### config.mk
export PLATFORM = sky130hd
export DESIGN_NAME = alu_sequencer_flat
export DESIGN_NICKNAME = d
export VERILOG_FILES = /design/src/rtl/alu_pkg.sv /design/src/rtl/alu_sequencer_if.sv /design/src/rtl/alu_seq_wdog.sv /design/src/rtl/alu_sequencer.sv /design/src/flat_wrapper.sv
export SDC_FILE = /design/constraint.sdc
export NUM_CORES = 1
export LEC_CHECK = 0
export BUFFER_PORTS_ARGS = -buffer_cell sky130_fd_sc_hd__buf_2
export CELL_PAD_IN_SITES_DETAIL_PLACEMENT = 1
export CELL_PAD_IN_SITES_GLOBAL_PLACEMENT = 1
export CORE_UTILIZATION = 28
export DETAILED_ROUTE_END_ITERATION = 12
export PLACE_DENSITY_LB_ADDON = 0.1
export RECOVER_POWER = 50
export SYNTH_ARGS = -nofsm -noshare
export SYNTH_HDL_FRONTEND = slang
export SYNTH_SLANG_ARGS = --single-unit
### constraint.sdc
create_clock -name clk -period 2.2 [get_ports clk]
set_clock_uncertainty 0.1 [all_clocks]
set_input_delay 0.22 -clock clk [delete_from_list [all_inputs] [get_ports clk]]
set_output_delay 0.22 -clock clk [all_outputs]
set_load 0.03 [all_outputs]
### src/rtl/alu_pkg.sv
// Shared definitions for the ALU sequencer slice:
// state encodings, opcode constants, instruction field positions and default data width.
package alu_pkg;

   localparam int DW_DEFAULT = 32;

   localparam logic [3:0] OP_NOP = 4'h0;

   localparam int OPC_MSB  = 15;
   localparam int OPC_LSB  = 12;
   localparam int SRCA_MSB = 7;
   localparam int SRCA_LSB = 4;
   localparam int SRCB_MSB = 3;
   localparam int SRCB_LSB = 0;

   typedef enum logic [3:0] {
      S_IDLE,
      S_FETCH,
      S_LATCH,
      S_READ,
      S_ISSUE,
      S_WAIT,
      S_WRITE,
      S_DONE,
      S_FAULT
   } seq_state_t;

   function automatic logic [3:0] inst_opcode(input logic [15:0] inst);
      return inst[OPC_MSB:OPC_LSB];
   endfunction

   function automatic logic [3:0] inst_src_a(input logic [15:0] inst);
      return inst[SRCA_MSB:SRCA_LSB];
   endfunction

   function automatic logic [3:0] inst_src_b(input logic [15:0] inst);
      return inst[SRCB_MSB:SRCB_LSB];
   endfunction

endpackage

### src/rtl/alu_sequencer_if.sv
// Bundle of every signal between the ALU sequencer and its neighbours
// (slave, instruction FIFO, operand register file, ALU core, result FIFO).
// The master modport is the sequencer's view; slave is the surrounding environment.
interface alu_sequencer_if
   import alu_pkg::*;
   #(parameter int DW = DW_DEFAULT);

   logic          op_start;
   logic          inst_empty;
   logic          inst_rd_en;
   logic [DW-1:0] inst_dout;
   logic [3:0]    rf_addr_a;
   logic [3:0]    rf_addr_b;
   logic [DW-1:0] rf_data_a;
   logic [DW-1:0] rf_data_b;
   logic [3:0]    alu_op;
   logic [DW-1:0] alu_a;
   logic [DW-1:0] alu_b;
   logic          alu_start;
   logic          alu_done;
   logic [DW-1:0] alu_result;
   logic          r_full;
   logic          r_wr_en;
   logic [DW-1:0] r_din;
   logic          op_done;
   logic          fault;
   logic          busy;
   logic [31:0]   inst_count;

   modport master (
      input  op_start, inst_empty, inst_dout, rf_data_a, rf_data_b,
             alu_done, alu_result, r_full,
      output inst_rd_en, rf_addr_a, rf_addr_b, alu_op, alu_a, alu_b,
             alu_start, r_wr_en, r_din, op_done, fault, busy, inst_count
   );

   modport slave (
      output op_start, inst_empty, inst_dout, rf_data_a, rf_data_b,
             alu_done, alu_result, r_full,
      input  inst_rd_en, rf_addr_a, rf_addr_b, alu_op, alu_a, alu_b,
             alu_start, r_wr_en, r_din, op_done, fault, busy, inst_count
   );

endinterface

### src/rtl/alu_seq_wdog.sv
// 8-bit saturating watchdog for the WAIT state. Cleared on issue, counts while
// enabled, and flags expiry on the TIMEOUT-th enabled cycle so the FSM can leave
// WAIT exactly TIMEOUT cycles after entering it.
module alu_seq_wdog #(
   parameter int TIMEOUT = 16
) (
   input  logic clk,
   input  logic reset_n,
   input  logic clr,
   input  logic en,
   output logic expired
);

   localparam logic [7:0] LIMIT = 8'(TIMEOUT - 1);

   logic [7:0] count;

   // Saturating cycle counter; clear has priority over counting.
   always_ff @(posedge clk or negedge reset_n) begin
      if (!reset_n) begin
         count <= 8'd0;
      end else if (clr) begin
         count <= 8'd0;
      end else if (en && (count != 8'hFF)) begin
         count <= count + 8'd1;
      end
   end

   assign expired = (count >= LIMIT);

endmodule

### src/rtl/alu_sequencer.sv
// ALU sequencer: pops instructions, reads two operands, issues them to the ALU core
// and pushes each result into the result FIFO, reporting op_done or fault to the slave.
// Optional feature macro: ALU_SEQ_PERF_CNT_EN builds the retired-instruction counter;
// without it inst_count is tied to zero.
module alu_sequencer
   import alu_pkg::*;
#(
   parameter int DW      = DW_DEFAULT,
   parameter int TIMEOUT = 16
) (
   input logic            clk,
   input logic            reset_n,
   alu_sequencer_if.master bus
);

   seq_state_t    state;
   seq_state_t    state_next;
   logic [15:0]   inst_q;
   logic [DW-1:0] alu_a_q;
   logic [DW-1:0] alu_b_q;
   logic [DW-1:0] r_din_q;

   logic       inst_rd_en;
   logic       alu_start;
   logic       r_wr_en;
   logic       op_done;
   logic       fault;
   logic [3:0] alu_op;
   logic       wd_clr;
   logic       wd_en;
   logic       wd_expired;
   logic       load_inst;
   logic       load_ops;
   logic       load_res;

   alu_seq_wdog #(.TIMEOUT(TIMEOUT)) u_wdog (
      .clk     (clk),
      .reset_n (reset_n),
      .clr     (wd_clr),
      .en      (wd_en),
      .expired (wd_expired)
   );

   // State register; an asynchronous reset aborts whatever is in flight.
   always_ff @(posedge clk or negedge reset_n) begin
      if (!reset_n) begin
         state <= S_IDLE;
      end else begin
         state <= state_next;
      end
   end

   // Next-state decode plus the one-cycle strobes and capture enables of each state.
   always_comb begin
      state_next = state;
      inst_rd_en = 1'b0;
      alu_start  = 1'b0;
      r_wr_en    = 1'b0;
      op_done    = 1'b0;
      fault      = 1'b0;
      alu_op     = 4'h0;
      wd_clr     = 1'b0;
      wd_en      = 1'b0;
      load_inst  = 1'b0;
      load_ops   = 1'b0;
      load_res   = 1'b0;
      unique case (state)
         S_IDLE: begin
            if (bus.op_start) begin
               state_next = bus.inst_empty ? S_FAULT : S_FETCH;
            end
         end
         S_FETCH: begin
            inst_rd_en = 1'b1;
            state_next = S_LATCH;
         end
         S_LATCH: begin
            load_inst = 1'b1;
            if (inst_opcode(bus.inst_dout[15:0]) == OP_NOP) begin
               state_next = bus.inst_empty ? S_DONE : S_FETCH;
            end else begin
               state_next = S_READ;
            end
         end
         S_READ: begin
            load_ops   = 1'b1;
            state_next = S_ISSUE;
         end
         S_ISSUE: begin
            alu_start  = 1'b1;
            alu_op     = inst_opcode(inst_q);
            wd_clr     = 1'b1;
            state_next = S_WAIT;
         end
         S_WAIT: begin
            alu_op = inst_opcode(inst_q);
            if (bus.alu_done) begin
               load_res   = 1'b1;
               state_next = S_WRITE;
            end else begin
               wd_en = 1'b1;
               if (wd_expired) begin
                  state_next = S_FAULT;
               end
            end
         end
         S_WRITE: begin
            if (!bus.r_full) begin
               r_wr_en    = 1'b1;
               state_next = bus.inst_empty ? S_DONE : S_FETCH;
            end
         end
         S_DONE: begin
            op_done    = 1'b1;
            state_next = S_IDLE;
         end
         S_FAULT: begin
            fault      = 1'b1;
            state_next = S_IDLE;
         end
         default: begin
            state_next = S_IDLE;
         end
      endcase
   end

   // Datapath captures: instruction, operand pair and ALU result each load in their own state.
   always_ff @(posedge clk or negedge reset_n) begin
      if (!reset_n) begin
         inst_q  <= 16'd0;
         alu_a_q <= '0;
         alu_b_q <= '0;
         r_din_q <= '0;
      end else begin
         if (load_inst) begin
            inst_q <= bus.inst_dout[15:0];
         end
         if (load_ops) begin
            alu_a_q <= bus.rf_data_a;
            alu_b_q <= bus.rf_data_b;
         end
         if (load_res) begin
            r_din_q <= bus.alu_result;
         end
      end
   end

`ifdef ALU_SEQ_PERF_CNT_EN
   logic [31:0] inst_count_q;
   logic        count_clear;
   logic        count_inc;

   assign count_clear = (state == S_IDLE) && bus.op_start && !bus.inst_empty;
   assign count_inc   = r_wr_en ||
                        ((state == S_LATCH) && (inst_opcode(bus.inst_dout[15:0]) == OP_NOP));

   // Retired-instruction counter: results written plus NOPs retired, wrapping at 2^32.
   always_ff @(posedge clk or negedge reset_n) begin
      if (!reset_n) begin
         inst_count_q <= 32'd0;
      end else if (count_clear) begin
         inst_count_q <= 32'd0;
      end else if (count_inc) begin
         inst_count_q <= inst_count_q + 32'd1;
      end
   end

   assign bus.inst_count = inst_count_q;
`else
   assign bus.inst_count = 32'd0;
`endif

   assign bus.inst_rd_en = inst_rd_en;
   assign bus.rf_addr_a  = inst_src_a(inst_q);
   assign bus.rf_addr_b  = inst_src_b(inst_q);
   assign bus.alu_op     = alu_op;
   assign bus.alu_a      = alu_a_q;
   assign bus.alu_b      = alu_b_q;
   assign bus.alu_start  = alu_start;
   assign bus.r_wr_en    = r_wr_en;
   assign bus.r_din      = r_din_q;
   assign bus.op_done    = op_done;
   assign bus.fault      = fault;
   assign bus.busy       = (state != S_IDLE);

endmodule

### src/flat_wrapper.sv
// flat-port wrapper written by rule: the top's interface ports become plain ports
module alu_sequencer_flat import alu_pkg::*;
#(
   parameter int DW      = DW_DEFAULT,
   parameter int TIMEOUT = 16
)
  (clk, reset_n, bus_op_start, bus_inst_empty, bus_inst_dout, bus_rf_data_a, bus_rf_data_b, bus_alu_done, bus_alu_result, bus_r_full, bus_inst_rd_en, bus_rf_addr_a, bus_rf_addr_b, bus_alu_op, bus_alu_a, bus_alu_b, bus_alu_start, bus_r_wr_en, bus_r_din, bus_op_done, bus_fault, bus_busy, bus_inst_count);
  alu_sequencer_if #(.DW(DW)) bus_i ();
  input logic clk;
  input logic reset_n;
  input wire logic [$bits(bus_i.op_start)-1:0] bus_op_start;
  input wire logic [$bits(bus_i.inst_empty)-1:0] bus_inst_empty;
  input wire logic [$bits(bus_i.inst_dout)-1:0] bus_inst_dout;
  input wire logic [$bits(bus_i.rf_data_a)-1:0] bus_rf_data_a;
  input wire logic [$bits(bus_i.rf_data_b)-1:0] bus_rf_data_b;
  input wire logic [$bits(bus_i.alu_done)-1:0] bus_alu_done;
  input wire logic [$bits(bus_i.alu_result)-1:0] bus_alu_result;
  input wire logic [$bits(bus_i.r_full)-1:0] bus_r_full;
  output wire logic [$bits(bus_i.inst_rd_en)-1:0] bus_inst_rd_en;
  output wire logic [$bits(bus_i.rf_addr_a)-1:0] bus_rf_addr_a;
  output wire logic [$bits(bus_i.rf_addr_b)-1:0] bus_rf_addr_b;
  output wire logic [$bits(bus_i.alu_op)-1:0] bus_alu_op;
  output wire logic [$bits(bus_i.alu_a)-1:0] bus_alu_a;
  output wire logic [$bits(bus_i.alu_b)-1:0] bus_alu_b;
  output wire logic [$bits(bus_i.alu_start)-1:0] bus_alu_start;
  output wire logic [$bits(bus_i.r_wr_en)-1:0] bus_r_wr_en;
  output wire logic [$bits(bus_i.r_din)-1:0] bus_r_din;
  output wire logic [$bits(bus_i.op_done)-1:0] bus_op_done;
  output wire logic [$bits(bus_i.fault)-1:0] bus_fault;
  output wire logic [$bits(bus_i.busy)-1:0] bus_busy;
  output wire logic [$bits(bus_i.inst_count)-1:0] bus_inst_count;
  assign bus_i.op_start = bus_op_start;
  assign bus_i.inst_empty = bus_inst_empty;
  assign bus_i.inst_dout = bus_inst_dout;
  assign bus_i.rf_data_a = bus_rf_data_a;
  assign bus_i.rf_data_b = bus_rf_data_b;
  assign bus_i.alu_done = bus_alu_done;
  assign bus_i.alu_result = bus_alu_result;
  assign bus_i.r_full = bus_r_full;
  assign bus_inst_rd_en = bus_i.inst_rd_en;
  assign bus_rf_addr_a = bus_i.rf_addr_a;
  assign bus_rf_addr_b = bus_i.rf_addr_b;
  assign bus_alu_op = bus_i.alu_op;
  assign bus_alu_a = bus_i.alu_a;
  assign bus_alu_b = bus_i.alu_b;
  assign bus_alu_start = bus_i.alu_start;
  assign bus_r_wr_en = bus_i.r_wr_en;
  assign bus_r_din = bus_i.r_din;
  assign bus_op_done = bus_i.op_done;
  assign bus_fault = bus_i.fault;
  assign bus_busy = bus_i.busy;
  assign bus_inst_count = bus_i.inst_count;
  alu_sequencer #(.DW(DW), .TIMEOUT(TIMEOUT)) u_core (.clk(clk), .reset_n(reset_n), .bus(bus_i));
endmodule
### Word level (Yosys, flattened, before mapping)

Cells that the tools add are included.

* register bits after elaboration: 124
* bits in latches: 0
* bits in writable memories: 0
* bits in read-only memories: 0
* input bits: 134
* logic and storage cells: 50
* memories: 0

* add/sub/neg operators: 1
* $mul: 0
* divide/modulo/power cells: 0
* order comparisons: 1
* equality and inequality tests: 12
* shift operators: 0
* muxes and demuxes: 23
* bitwise gates (word level): 0
* reduce and logical (&&, ||, !) cells: 7

Operators with widths (number)
* 2-to-1 mux 4 bit: 7
* case mux 4 bit (7 select lines): 1
* equality test 4 x 3 -> 1 bit (second input constant): 4
* 2-to-1 mux 8 bit: 2
* 2-to-1 mux 1 bit: 12
* adder 8 x 1 -> 8 bit (second input constant): 1
* equality test 4 x 2 -> 1 bit (second input constant): 2
* >= comparator 8 x 4 -> 1 bit (second input constant): 1
* zero test 4 bit: 2
* != test 8 bit (second input constant): 1
* equality test 4 x 1 -> 1 bit (second input constant): 1
* equality test 4 bit (second input constant): 1
* != test 2 bit (second input constant): 2
* nonzero test 4 bit: 1
* 2-to-1 mux 3 bit: 1
* != test 3 bit (second input constant): 1
* AND reduction 3 bit: 1
* nonzero test 2 bit: 1
* OR reduction 2 bit: 1
* logical AND 1 bit: 1

### Longest topological paths before layout

* depth after elaboration: 5
* mapped depth: 7
* mapped depth without buffers: 5

### By module

Synthesis repeated with hierarchy kept, for this count alone.

* cells, all modules: 374
* area, all modules: 5381.4 sq um

By module, submodules not included
* alu_sequencer: times used 1, cells an instance 325, area an instance 4880.9 sq um, seq. area each 2802.7 sq um
* alu_seq_wdog: times used 1, cells an instance 49, area an instance 500.5 sq um, seq. area each 200.2 sq um

### Worst setup path after synthesis

OpenSTA, ideal clock, no wires.

* kind: register to output
* from: reg u_core.state[0]
* to: out bus_fault
* arrival time: 1.697 ns
* required time: 1.880 ns
* setup slack: 0.183 ns
* cell stages (with the launch flop): 3
* cells stage by stage: dfrtp_1 clkbuf_1 nor4b_1

* word-level cells in the longest chain between the ends: 2

Ends and longest elaborated chain
* from (decl): RTL line alu_sequencer.sv:16 `seq_state_t state;`
* from (signal assigned): RTL line alu_sequencer.sv:49 `state <= state_next;`
* equality test 4 bit: RTL line alu_sequencer.sv:67 `unique case (state)`
* 2-to-1 mux 1 bit: RTL line alu_sequencer.sv:67
* to (decl): RTL line flat_wrapper.sv:29 `output wire logic [$bits(bus_i.fault)-1:0] bus_fault;`

Every way passes these cells.

### Worst setup path after layout

* from: reg u_core.state[1]
* to: out bus_alu_start

* word-level cells in the longest chain between the ends: 2

Ends and longest elaborated chain
* equality test 4 x 3 -> 1 bit: RTL line alu_sequencer.sv:67
* 2-to-1 mux 1 bit: RTL line alu_sequencer.sv:67
* to (decl): RTL line flat_wrapper.sv:25 `output wire logic [$bits(bus_i.alu_start)-1:0] bus_alu_start;`

Every way passes these cells.

==> metrics.cfg <==
[place]
place_hpwl_um=9630
dp_cells=804
port-buffer-count=227
globalplace.congestion=0.713

[synth]
yosys_warnings=0
netlist_area_um2=5110
synth_seq_area_share=0.587
synth-seq-cells=120
syn_inst=363
post_synth.cell_area_avg_um2=14.1
synth_cell_types=41

[power_and_ir_drop]
p_per_area_nw_per_um2=1430
p_leak_nw=3.88
vdd_drop_max_mv=0.669

[setup_path]
worstPathMaxFanout=12
critPathKind=reg -> out
worstPathArrival_ps=1760
worstReg2RegStart=u_core.state[2]$_DFFE_PN0P_
endpoint_kind=output port
cp-start-kind=flop
r2r_end=u_core.bus.alu_a[24]$_DFFE_PN0N_
setup.worst_path.start=u_core.state[1]$_DFFE_PN0P_
worstRegToRegCells=4
critPathCapture=bus_alu_start
reg2reg_slack_ps=240
cp_data_required_time_ps=1880

[timing]
slew_violations=0
tns_ps=0
fin_crit_ps=2080
finalHoldViolCount=0
setup_viol=0
fmaxAchievable_mhz=481
fin_crit_sh=0.946
maxSlewHeadroom=0.440
rsz0062_at_grt=no
worst_pin_slew_ps=840

[worst_hold_path]
hp-class=in -> reg

[floorplan]
initial_core_util=0.286
core_area_um2=17900
fp.dieH_um=137
io_pins=280
die_x_um=137
die_area_um2=18800
fp-row-count=49

[clock_tree]
clock_path_buffers=2
cts_tree=built
h-tree-depth=4
clock-sinks=120
numCtsBuffers=17
clk_pin_slew_worst_paths_ps=50
clkLatencyLatePin_ps=400
cts_root_buf=clkbuf_16

[run]
cap_viol_max_count=0

[routing]
wl_per_cell_um=15.2
drc_errors=0
dr.pass1.iters=4
via_per_inst=4.30
ant_nets=0
routed_wl_um=14400
dr_total_vias=4072
drt_iter0_markers=89

[layout]
area_growth_pct=56.6
layout.nets=841
seqCellArea_um2=3010
multi_input_comb_area_um2=1840
drive_above_1_share=0.457
fillCellCount=1974
num_antenna_cells=0
finalNonFillerCells=947

[grt]
grt_antenna_before_repair=0
grt_pass1_vias=4371
grt_max_degree=65
grt_use_total=0.157
grt_pass1_wl_um=22500
grt-ovfl-total=0

[outcome]
status=completed

## critical path, cell delays in order, from the launching register on
cell      delay (ps)
dfrtp_2          480
buf_4            180
or3_1            390
clkinv_2         120
buf_4            180
## flip-flops by register name, summed over array words and instances, names as in the netlist
signal               cells
u_core.bus.alu_a        32
u_core.state             4
u_core.bus.alu_b        32
u_core.u_wdog.count      8
u_core.inst_q           12
u_core.bus.r_din        32
## per-stage QoR
step | setup WS (ps) | instance area, um^2 | power (mW) | utilization | hold WS (ps)
final | 119 | 8010 | 11.4 | 0.447 | 77.7
after global routing | 31.5 | 8010 | 12.1 | 0.447 | 122
after CTS | 29.4 | 8080 | 11.7 | 0.451 | 48.8
after detailed placement | 235 | 6400 | 8.77 | 0.357 | 104
after global placement | 232 | 6400 | 8.64 | 0.357 | 103
after floorplan | 183 | 5230 | 7.28 | - | -176
## layout by cell type (no fill, tap or decap), drive strengths merged, types with 3 or more instances in the layout
master       Yosys  final
conb             1     32
clkinv           1      8
dfrtp          120    120
nor3             3      3
and2             4      4
nand2            5      5
mux2           109    109
clkbuf           3     78
clkinvlp         0      3
a21oi            4      4
and3             3      3
nand3b           3      3
nor2            10     10
nand3            4      4
o21ai            3      3
buf             53    180
nand4            3      3
o31ai            3      3
dlygate4sd3      0    110
nor4             3      3
## synth_stat cells
| cell | n | area, um^2 |
|---|---|---|
| clkbuf_1 | 2 | 7.51 |
| or4_1 | 2 | 15.0 |
| o31ai_1 | 3 | 22.5 |
| o2bb2ai_1 | 1 | 8.76 |
| nand2_1 | 5 | 18.8 |
| nor2_1 | 10 | 37.5 |
| o211ai_4 | 1 | 21.3 |
| and4bb_2 | 1 | 12.5 |
| nand2b_1 | 2 | 12.5 |
| mux2i_1 | 1 | 10.0 |
| o41ai_1 | 1 | 8.76 |
| and3_1 | 3 | 18.8 |
| buf_6 | 1 | 11.3 |
| buf_2 | 9 | 45.0 |
| nand4_1 | 3 | 18.8 |
| a21oi_1 | 4 | 20.0 |
| nand3_1 | 4 | 20.0 |
| ha_1 | 1 | 12.5 |
| a31oi_1 | 2 | 12.5 |
| clkinv_1 | 1 | 3.75 |
| or3_1 | 2 | 12.5 |
| and4b_1 | 1 | 10.0 |
| xor2_1 | 2 | 17.5 |
| conb_1 | 1 | 3.75 |
| nor3_1 | 3 | 15.0 |
| mux2_1 | 1 | 11.3 |
| o21ai_0 | 3 | 15.0 |
| inv_1 | 2 | 7.51 |
| mux2_2 | 108 | 1220 |
| nor4_1 | 3 | 18.8 |
| nor4b_1 | 2 | 17.5 |
| dfrtp_1 | 120 | 3000 |
| nand3b_1 | 3 | 22.5 |
| xnor2_1 | 1 | 8.76 |
| buf_4 | 43 | 323 |
| o211ai_1 | 1 | 7.51 |
| nor2b_1 | 2 | 12.5 |
| clkbuf_2 | 1 | 5.00 |
| nor3b_1 | 2 | 15.0 |
| a32oi_1 | 1 | 8.76 |
| and2_1 | 4 | 25.0 |
## logic make-up after synthesis
kind of cell             Yosys count  share of synthesized area
buffers and inverters             59                     0.0788
other                              1                   0.000733
multiplexers                     110                      0.242
adder cells (fa/ha/maj)            1                    0.00245
AO/OA/AOI/OAI                     17                     0.0245
XOR/XNOR                           3                    0.00514
AND/OR/NAND/NOR                   52                     0.0592
flip-flops                       120                      0.587
## worst min-delay path by stage
stage / from / endpoint / slack [ps] / cells past startpoint
after floorplan: reset_n / u_core.bus.alu_a[0]$_DFFE_PN0N_ / -180 / 0
after global placement: reset_n / u_core.bus.r_din[24]$_DFFE_PN0P_ / 100 / 1
after detailed placement: reset_n / u_core.bus.r_din[24]$_DFFE_PN0P_ / 100 / 1
after CTS: bus_inst_empty / u_core.state[3]$_DFFE_PN0P_ / 50 / 3
after global routing: bus_inst_empty / u_core.state[3]$_DFFE_PN0P_ / 120 / 3
final: bus_inst_empty / u_core.state[3]$_DFFE_PN0P_ / 80 / 3
## area by class of cell
cell class | instances | share of cell area
sequential | 120 | 0.375
timing repair buffer | 349 | 0.287
multi-input combinational | 215 | 0.229
clock buffer | 19 | 0.0553
tap | 229 | 0.0358
clock inverter | 12 | 0.0161
inverter | 3 | 0.00156
## layer usage
layer / up-vias / track usage / routed length, um
met5: - / 0 / 0
met4: 0 / 0.0696 / 256
met3: 17 / 0.0441 / 952
met2: 168 / 0.271 / 7460
met1: 1995 / 0.181 / 5730
li1: 1892 / - / -
## where the power goes
part	internal [mW]	total [mW]	switching [mW]
clock	1.68	2.66	0.979
combinational	1.75	5.00	3.26
sequential	3.22	3.75	0.537
total	6.65	11.4	4.77
## what timing repair did
action                                  4_1_cts  5_1_grt
setup buffers                                 0        2
resized for setup                             4        1
hold buffers                                110        0
endpoints found under the setup margin        1        2
endpoints found under the hold margin       140        0
No activity file was read; power rests on OpenSTA's default activity.
